File: config.mk
export PLATFORM = sky130hd
export DESIGN_NAME = midi_voice_allocator
export DESIGN_NICKNAME = d
export VERILOG_FILES = /design/src/rtl/midi_pkg.sv /design/src/rtl/midi_voice_select.sv /design/src/rtl/midi_voice_allocator.sv
export SDC_FILE = /design/constraint.sdc
export NUM_CORES = 1
export LEC_CHECK = 0
export CORE_MARGIN = 4
export CORE_UTILIZATION = 58
export CTS_CLUSTER_SIZE = 28
export DETAILED_ROUTE_END_ITERATION = 6
export PLACE_DENSITY_LB_ADDON = 0.05
export SLEW_MARGIN = 5
export SYNTH_ARGS = -nofsm -noshare
export SYNTH_HDL_FRONTEND = slang
export SYNTH_HIERARCHICAL = 1
export SYNTH_SLANG_ARGS = --single-unit
File: constraint.sdc
create_clock -name clk -period 8 [get_ports clk]
set_input_delay 2 -clock clk [delete_from_list [all_inputs] [get_ports clk]]
set_output_delay 2 -clock clk [all_outputs]
set_load 0.05 [all_outputs]
File: src/rtl/midi_pkg.sv
// Shared types and widths for the MIDI voice allocator.
// Voice record, FSM state encoding and MIDI field widths.
package midi_pkg;

   localparam int unsigned CH_W      = 4;
   localparam int unsigned DATA_W    = 7;
   // Ages are stored at this width; the allocator saturates at its own AGE_W (<= AGE_MAX_W).
   localparam int unsigned AGE_MAX_W = 16;

   typedef enum logic [0:0] {
      StIdle,
      StAlloc
   } state_e;

   typedef struct packed {
      logic                 gate;
      logic [CH_W-1:0]      ch;
      logic [DATA_W-1:0]    note;
      logic [DATA_W-1:0]    vel;
      logic [AGE_MAX_W-1:0] age;
   } voice_t;

endpackage

File: src/rtl/midi_voice_select.sv
// Combinational voice search: gated ch+note match, lowest free slot, and oldest slot.
module midi_voice_select
   import midi_pkg::*;
#(
   parameter int unsigned NUM_VOICES = 4,
   parameter int unsigned IDX_W      = $clog2(NUM_VOICES)
) (
   input  voice_t [NUM_VOICES-1:0] voices,
   input  logic [CH_W-1:0]         ch,
   input  logic [DATA_W-1:0]       note,
   output logic                    match_found,
   output logic [IDX_W-1:0]        match_idx,
   output logic                    free_found,
   output logic [IDX_W-1:0]        free_idx,
   output logic [IDX_W-1:0]        oldest_idx
);

   logic [AGE_MAX_W-1:0] oldest_age;

   // Descending scans so the lowest matching index is the one left standing.
   always_comb begin
      match_found = 1'b0;
      match_idx   = '0;
      free_found  = 1'b0;
      free_idx    = '0;
      for (int i = NUM_VOICES - 1; i >= 0; i--) begin
         if (voices[i].gate && voices[i].ch == ch && voices[i].note == note) begin
            match_found = 1'b1;
            match_idx   = IDX_W'(i);
         end
         if (!voices[i].gate) begin
            free_found = 1'b1;
            free_idx   = IDX_W'(i);
         end
      end
   end

   // Strict greater-than keeps the lowest index on an age tie.
   always_comb begin
      oldest_idx = '0;
      oldest_age = voices[0].age;
      for (int i = 1; i < NUM_VOICES; i++) begin
         if (voices[i].age > oldest_age) begin
            oldest_age = voices[i].age;
            oldest_idx = IDX_W'(i);
         end
      end
   end

endmodule

File: src/rtl/midi_voice_allocator.sv
// Polyphonic voice allocator: takes one decoded MIDI note event every two cycles and
// assigns it to a voice slot by match, first-free, or oldest-steal.
module midi_voice_allocator
   import midi_pkg::*;
#(
   parameter int unsigned NUM_VOICES = 4,
   parameter int unsigned AGE_W      = 8
) (
   input  logic                               clk,
   input  logic                               rst,
   input  logic                               ev_valid,
   output logic                               ev_ready,
   input  logic                               ev_on,
   input  logic                               ev_off,
   input  logic [CH_W-1:0]                    ev_ch,
   input  logic [DATA_W-1:0]                  ev_note,
   input  logic [DATA_W-1:0]                  ev_vel,
   output logic [NUM_VOICES-1:0]              gate,
   output logic [NUM_VOICES-1:0]              trig,
   output logic [NUM_VOICES-1:0][CH_W-1:0]    voice_ch,
   output logic [NUM_VOICES-1:0][DATA_W-1:0]  voice_note,
   output logic [NUM_VOICES-1:0][DATA_W-1:0]  voice_vel,
   output logic                               steal,
   output logic                               err
);

   localparam int unsigned IDX_W = $clog2(NUM_VOICES);
   localparam logic [AGE_MAX_W-1:0] AgeSat = AGE_MAX_W'((32'd1 << AGE_W) - 32'd1);

   state_e                  state_q, state_d;
   logic                    on_q, on_d;
   logic                    off_q, off_d;
   logic [CH_W-1:0]         ch_q, ch_d;
   logic [DATA_W-1:0]       note_q, note_d;
   logic [DATA_W-1:0]       vel_q, vel_d;
   voice_t [NUM_VOICES-1:0] voice_q, voice_d;
   logic [NUM_VOICES-1:0]   trig_q, trig_d;
   logic                    steal_q, steal_d;
   logic                    err_q, err_d;

   logic                    match_found, free_found;
   logic [IDX_W-1:0]        match_idx, free_idx, oldest_idx;
   logic [IDX_W-1:0]        target_idx;

   midi_voice_select #(
      .NUM_VOICES (NUM_VOICES),
      .IDX_W      (IDX_W)
   ) u_select (
      .voices      (voice_q),
      .ch          (ch_q),
      .note        (note_q),
      .match_found (match_found),
      .match_idx   (match_idx),
      .free_found  (free_found),
      .free_idx    (free_idx),
      .oldest_idx  (oldest_idx)
   );

   always_comb begin
      state_d    = state_q;
      on_d       = on_q;
      off_d      = off_q;
      ch_d       = ch_q;
      note_d     = note_q;
      vel_d      = vel_q;
      voice_d    = voice_q;
      trig_d     = '0;
      steal_d    = 1'b0;
      err_d      = 1'b0;
      target_idx = '0;
      case (state_q)
         StIdle: begin
            if (ev_valid) begin
               on_d    = ev_on;
               off_d   = ev_off;
               ch_d    = ev_ch;
               note_d  = ev_note;
               vel_d   = ev_vel;
               state_d = StAlloc;
            end
         end
         StAlloc: begin
            state_d = StIdle;
            if (on_q == off_q) begin
               err_d = 1'b1;
            end else if (on_q && vel_q != '0) begin
               if (match_found) begin
                  target_idx = match_idx;
               end else if (free_found) begin
                  target_idx = free_idx;
               end else begin
                  target_idx = oldest_idx;
                  steal_d    = 1'b1;
               end
               for (int i = 0; i < NUM_VOICES; i++) begin
                  if (IDX_W'(i) == target_idx) begin
                     voice_d[i].gate = 1'b1;
                     voice_d[i].ch   = ch_q;
                     voice_d[i].note = note_q;
                     voice_d[i].vel  = vel_q;
                     voice_d[i].age  = '0;
                     trig_d[i]       = 1'b1;
                  end else if (voice_q[i].gate && voice_q[i].age != AgeSat) begin
                     voice_d[i].age = voice_q[i].age + 1'b1;
                  end
               end
            end else if (match_found) begin
               // Note-off (or zero-velocity note-on): release only, parameters retained.
               voice_d[match_idx].gate = 1'b0;
            end
         end
         default: state_d = StIdle;
      endcase
   end

   always_ff @(posedge clk or posedge rst) begin
      if (rst) begin
         state_q <= StIdle;
         on_q    <= 1'b0;
         off_q   <= 1'b0;
         ch_q    <= '0;
         note_q  <= '0;
         vel_q   <= '0;
         voice_q <= '0;
         trig_q  <= '0;
         steal_q <= 1'b0;
         err_q   <= 1'b0;
      end else begin
         state_q <= state_d;
         on_q    <= on_d;
         off_q   <= off_d;
         ch_q    <= ch_d;
         note_q  <= note_d;
         vel_q   <= vel_d;
         voice_q <= voice_d;
         trig_q  <= trig_d;
         steal_q <= steal_d;
         err_q   <= err_d;
      end
   end

   always_comb begin
      ev_ready = (state_q == StIdle);
      trig     = trig_q;
      steal    = steal_q;
      err      = err_q;
      for (int i = 0; i < NUM_VOICES; i++) begin
         gate[i]       = voice_q[i].gate;
         voice_ch[i]   = voice_q[i].ch;
         voice_note[i] = voice_q[i].note;
         voice_vel[i]  = voice_q[i].vel;
      end
   end

endmodule

==> flow_summary_export.csv <==
group,metric,value,unit
clocking,cts_root_buffer,"clkbuf_16",
synthesis,syn_inst,1056,
clocking,cts_tree,"done",
route,drt_first_pass_iters,4,
status,outcome,"finished clean",
sta,worst_clock_skew,0.0159,ns
clocking,cts_sinks,167,
synthesis,synth_cell_types,66,
floorplanning,die_h,143,um
hold_path,holdCritPathClass,"reg -> reg",
final_layout,diodes,0,
placement,gp_congestion,0.914,
synthesis,synth-seq-cells,167,
final_layout,final_cell_mix,"167 x dfrtp_1, 105 x clkdlybuf4s50_1, 96 x mux2_2, 77 x nand2_1, 52 x ha_1",
worst_setup_path,crit_path_max_fanout,17,
floorplanning,die_area,0.0206,sq mm
worst_setup_path,required,8.33,ns
floorplanning,initial_utilization,0.591,
floorplanning,rows,49,
sta,rsz0062_at_grt,"no",
placement,portBuffers,105,
route,routedWlPerCell,20.0,um
worst_setup_path,path_class,"reg -> reg",
pwr,p_leak,5.42,nW
synthesis,syn_area,0.0106,sq mm
sta,hold_viol_final,0,
sta,post-route-period-util,0.914,
final_layout,fill_cells,1421,
placement,dp_hpwl,18.6,mm
synthesis,avgSynthCellArea,10.1,sq um
synthesis,synth_edf_count,0,
clocking,clock_latency,0.44,ns
floorplanning,io_pins,106,
pwr,pwr_density_cell,345,mW/mm^2
clocking,ctsHtreeMaxLevel,4,
route,vias,8054,
route,wirelength,26.4,mm
grt,grt_pass1_wl,43.6,mm
worst_setup_path,cp_num_buf_inv,6,
grt,antenna_found_initial,0,
clocking,numCtsBuffers,17,
final_layout,area_growth,12.6,%
grt,overflow,0,
grt,grtUsageTotal,0.268,
route,drtIter0Drc,440,
sta,whs,0.508,ns
synthesis,syn_nets,1131,
floorplanning,core-area,0.0180,sq mm
sta,slew_headroom,0.397,
worst_setup_path,cp.arrival,7.64,ns
pwr,peakVddDrop,0.343,mV
sta,fin_crit,7.31,ns
final_layout,layout-drive-gt1-share,0.166,
sta,setup_slack,0.690,ns
worst_setup_path,critPathSlowestCell,"o311ai_0",
sta,tns,0,ns
floorplanning,die_w,143,um
sta,clock.fmax,137,MHz
sta,setup_violations,0,
worst_setup_path,cpLargestDelayFamily,"compound AO/OA/AOI/OAI gates",
synthesis,ys.warnings.count,6,
route,ant_nets,0,
route,viasPerCell,6.11,
flow_run,max_cap_violations,0,
grt,first_global_vias,8222,
synthesis,synthFlopType,"dfrtp_1",
final_layout,layout_commonest_cell,"dfrtp_1",
worst_setup_path,cp-end-kind,"flip-flop",
clocking,cts_buffer_depth,2,
grt,grt_max_degree,101,
sta,slew_viol_final,0,
clocking,post_cts_resized,0,
final_layout,nNetsFinal,1152,
placement,place_ws,0.742,ns
clocking,clk_pin_slew,0.08,ns
route,drc,0,
synthesis,synthArstFlopShare,1.00,
clocking,post-cts-setup-buffers,0,
worst_setup_path,slowest_delay,0.49,ns
clocking,cts.hold.buffers_added,0,
synthesis,yosysSeqAreaShare,0.392,
sta,worstMarginPinSlew,0.905,ns
worst_setup_path,critPathLaunchType,"flip-flop",
final cells by class:
class	count	area [sq um]	area share
Multi-Input combinational cell	716	5480	0.457
Inverter	49	189	0.0158
Clock buffer	17	425	0.0355
Timing Repair Buffer	126	1210	0.101
Clock inverter	15	216	0.0181
Tap cell	229	287	0.0239
Sequential cell	167	4180	0.349
sequential cells by signal (all words and copies together), names as in the netlist:
name        flops
voice_q        64
voice_note     28
voice_vel      28
voice_ch       16
note_q          7
vel_q           7
ch_q            4
gate            4
trig            4
err             1
off_q           1
on_q            1
state_q         1
steal           1
cell families after synthesis:
logic type / Yosys count / share of synthesized area
AND/OR/NAND/NOR: 332 / 0.167
buffers and inverters: 173 / 0.0934
AO/OA/AOI/OAI: 162 / 0.121
XOR/XNOR: 56 / 0.0461
flip-flops: 167 / 0.392
adder cells (fa/ha/maj): 52 / 0.0611
multiplexers: 114 / 0.118
layer usage:
metal / up-vias / global-route usage / part of all wire
li1: 3821 / - / -
met1: 4024 / 0.354 / 0.45
met2: 185 / 0.450 / 0.49
met3: 24 / 0.0629 / 0.051
met4: 0 / 0.0644 / 0.012
met5: - / 0 / 0
worst register-to-register path, delay by kind of cell, from the launching register on:
family                   cells  cell delay [ns]
multiplexers                 3             0.81
adder cells (fa/ha/maj)      3             0.89
buffers and inverters        6             1.09
AND/OR/NAND/NOR              6             1.33
flip-flops                   1             0.47
AO/OA/AOI/OAI               11             2.61
where the power goes:
part	switching (W)	internal (W)	total (W)
logic	0.00124	0.000767	0.00201
clock network	0.000436	0.000434	0.000869
registers	0.000224	0.00104	0.00126
total	0.00190	0.00224	0.00414
synthesized netlist by cell type, types with 22 or more instances:
cell      count  area share
a21oi_1      25       0.012
a221o_1      22       0.021
and3_1       25       0.015
buf_4        82       0.058
clkbuf_1     24      0.0085
dfrtp_1     167        0.39
ha_1         52       0.061
inv_1        48       0.017
mux2_2       96        0.10
nand2_1      77       0.027
nand3_1      31       0.015
nand4_1      51       0.030
nor2_1       48       0.017
nor3_1       28       0.013
xnor2_1      49       0.040
worst paths after layout:
| kind | startpoint | cells after the start | end | slack, ns |
|---|---|---|---|---|
| setup / recovery | voice_q[13]$_DFFE_PP0P_ | 29 | voice_vel[7]$_DFFE_PP0P_ | 0.69 |
| hold / removal | voice_vel[3]$_DFFE_PP0P_ | 1 | voice_vel[3]$_DFFE_PP0P_ | 0.51 |
| setup reg to reg | voice_q[13]$_DFFE_PP0P_ | 29 | voice_vel[7]$_DFFE_PP0P_ | 0.69 |
| hold reg to reg | voice_vel[3]$_DFFE_PP0P_ | 1 | voice_vel[3]$_DFFE_PP0P_ | 0.51 |
| max in group asynchronous | rst | 3 | voice_vel[23]$_DFFE_PP0P_ | 4.44 |
| min in group asynchronous | rst | 2 | voice_q[78]$_DFFE_PP0P_ | 2.15 |
per-stage QoR:
stage	area, sq um	power, W	util	std cells
final	12000	0.00414	0.665	1319
after detailed placement	11300	0.00328	0.629	1287
after CTS	12000	0.00416	0.665	1319
after floorplan	10600	0.00292	-	1056
after global routing	12000	0.00434	0.665	1319
after global placement	11300	0.00327	0.629	1287
Note: power is estimated with default switching activity, not from simulation.
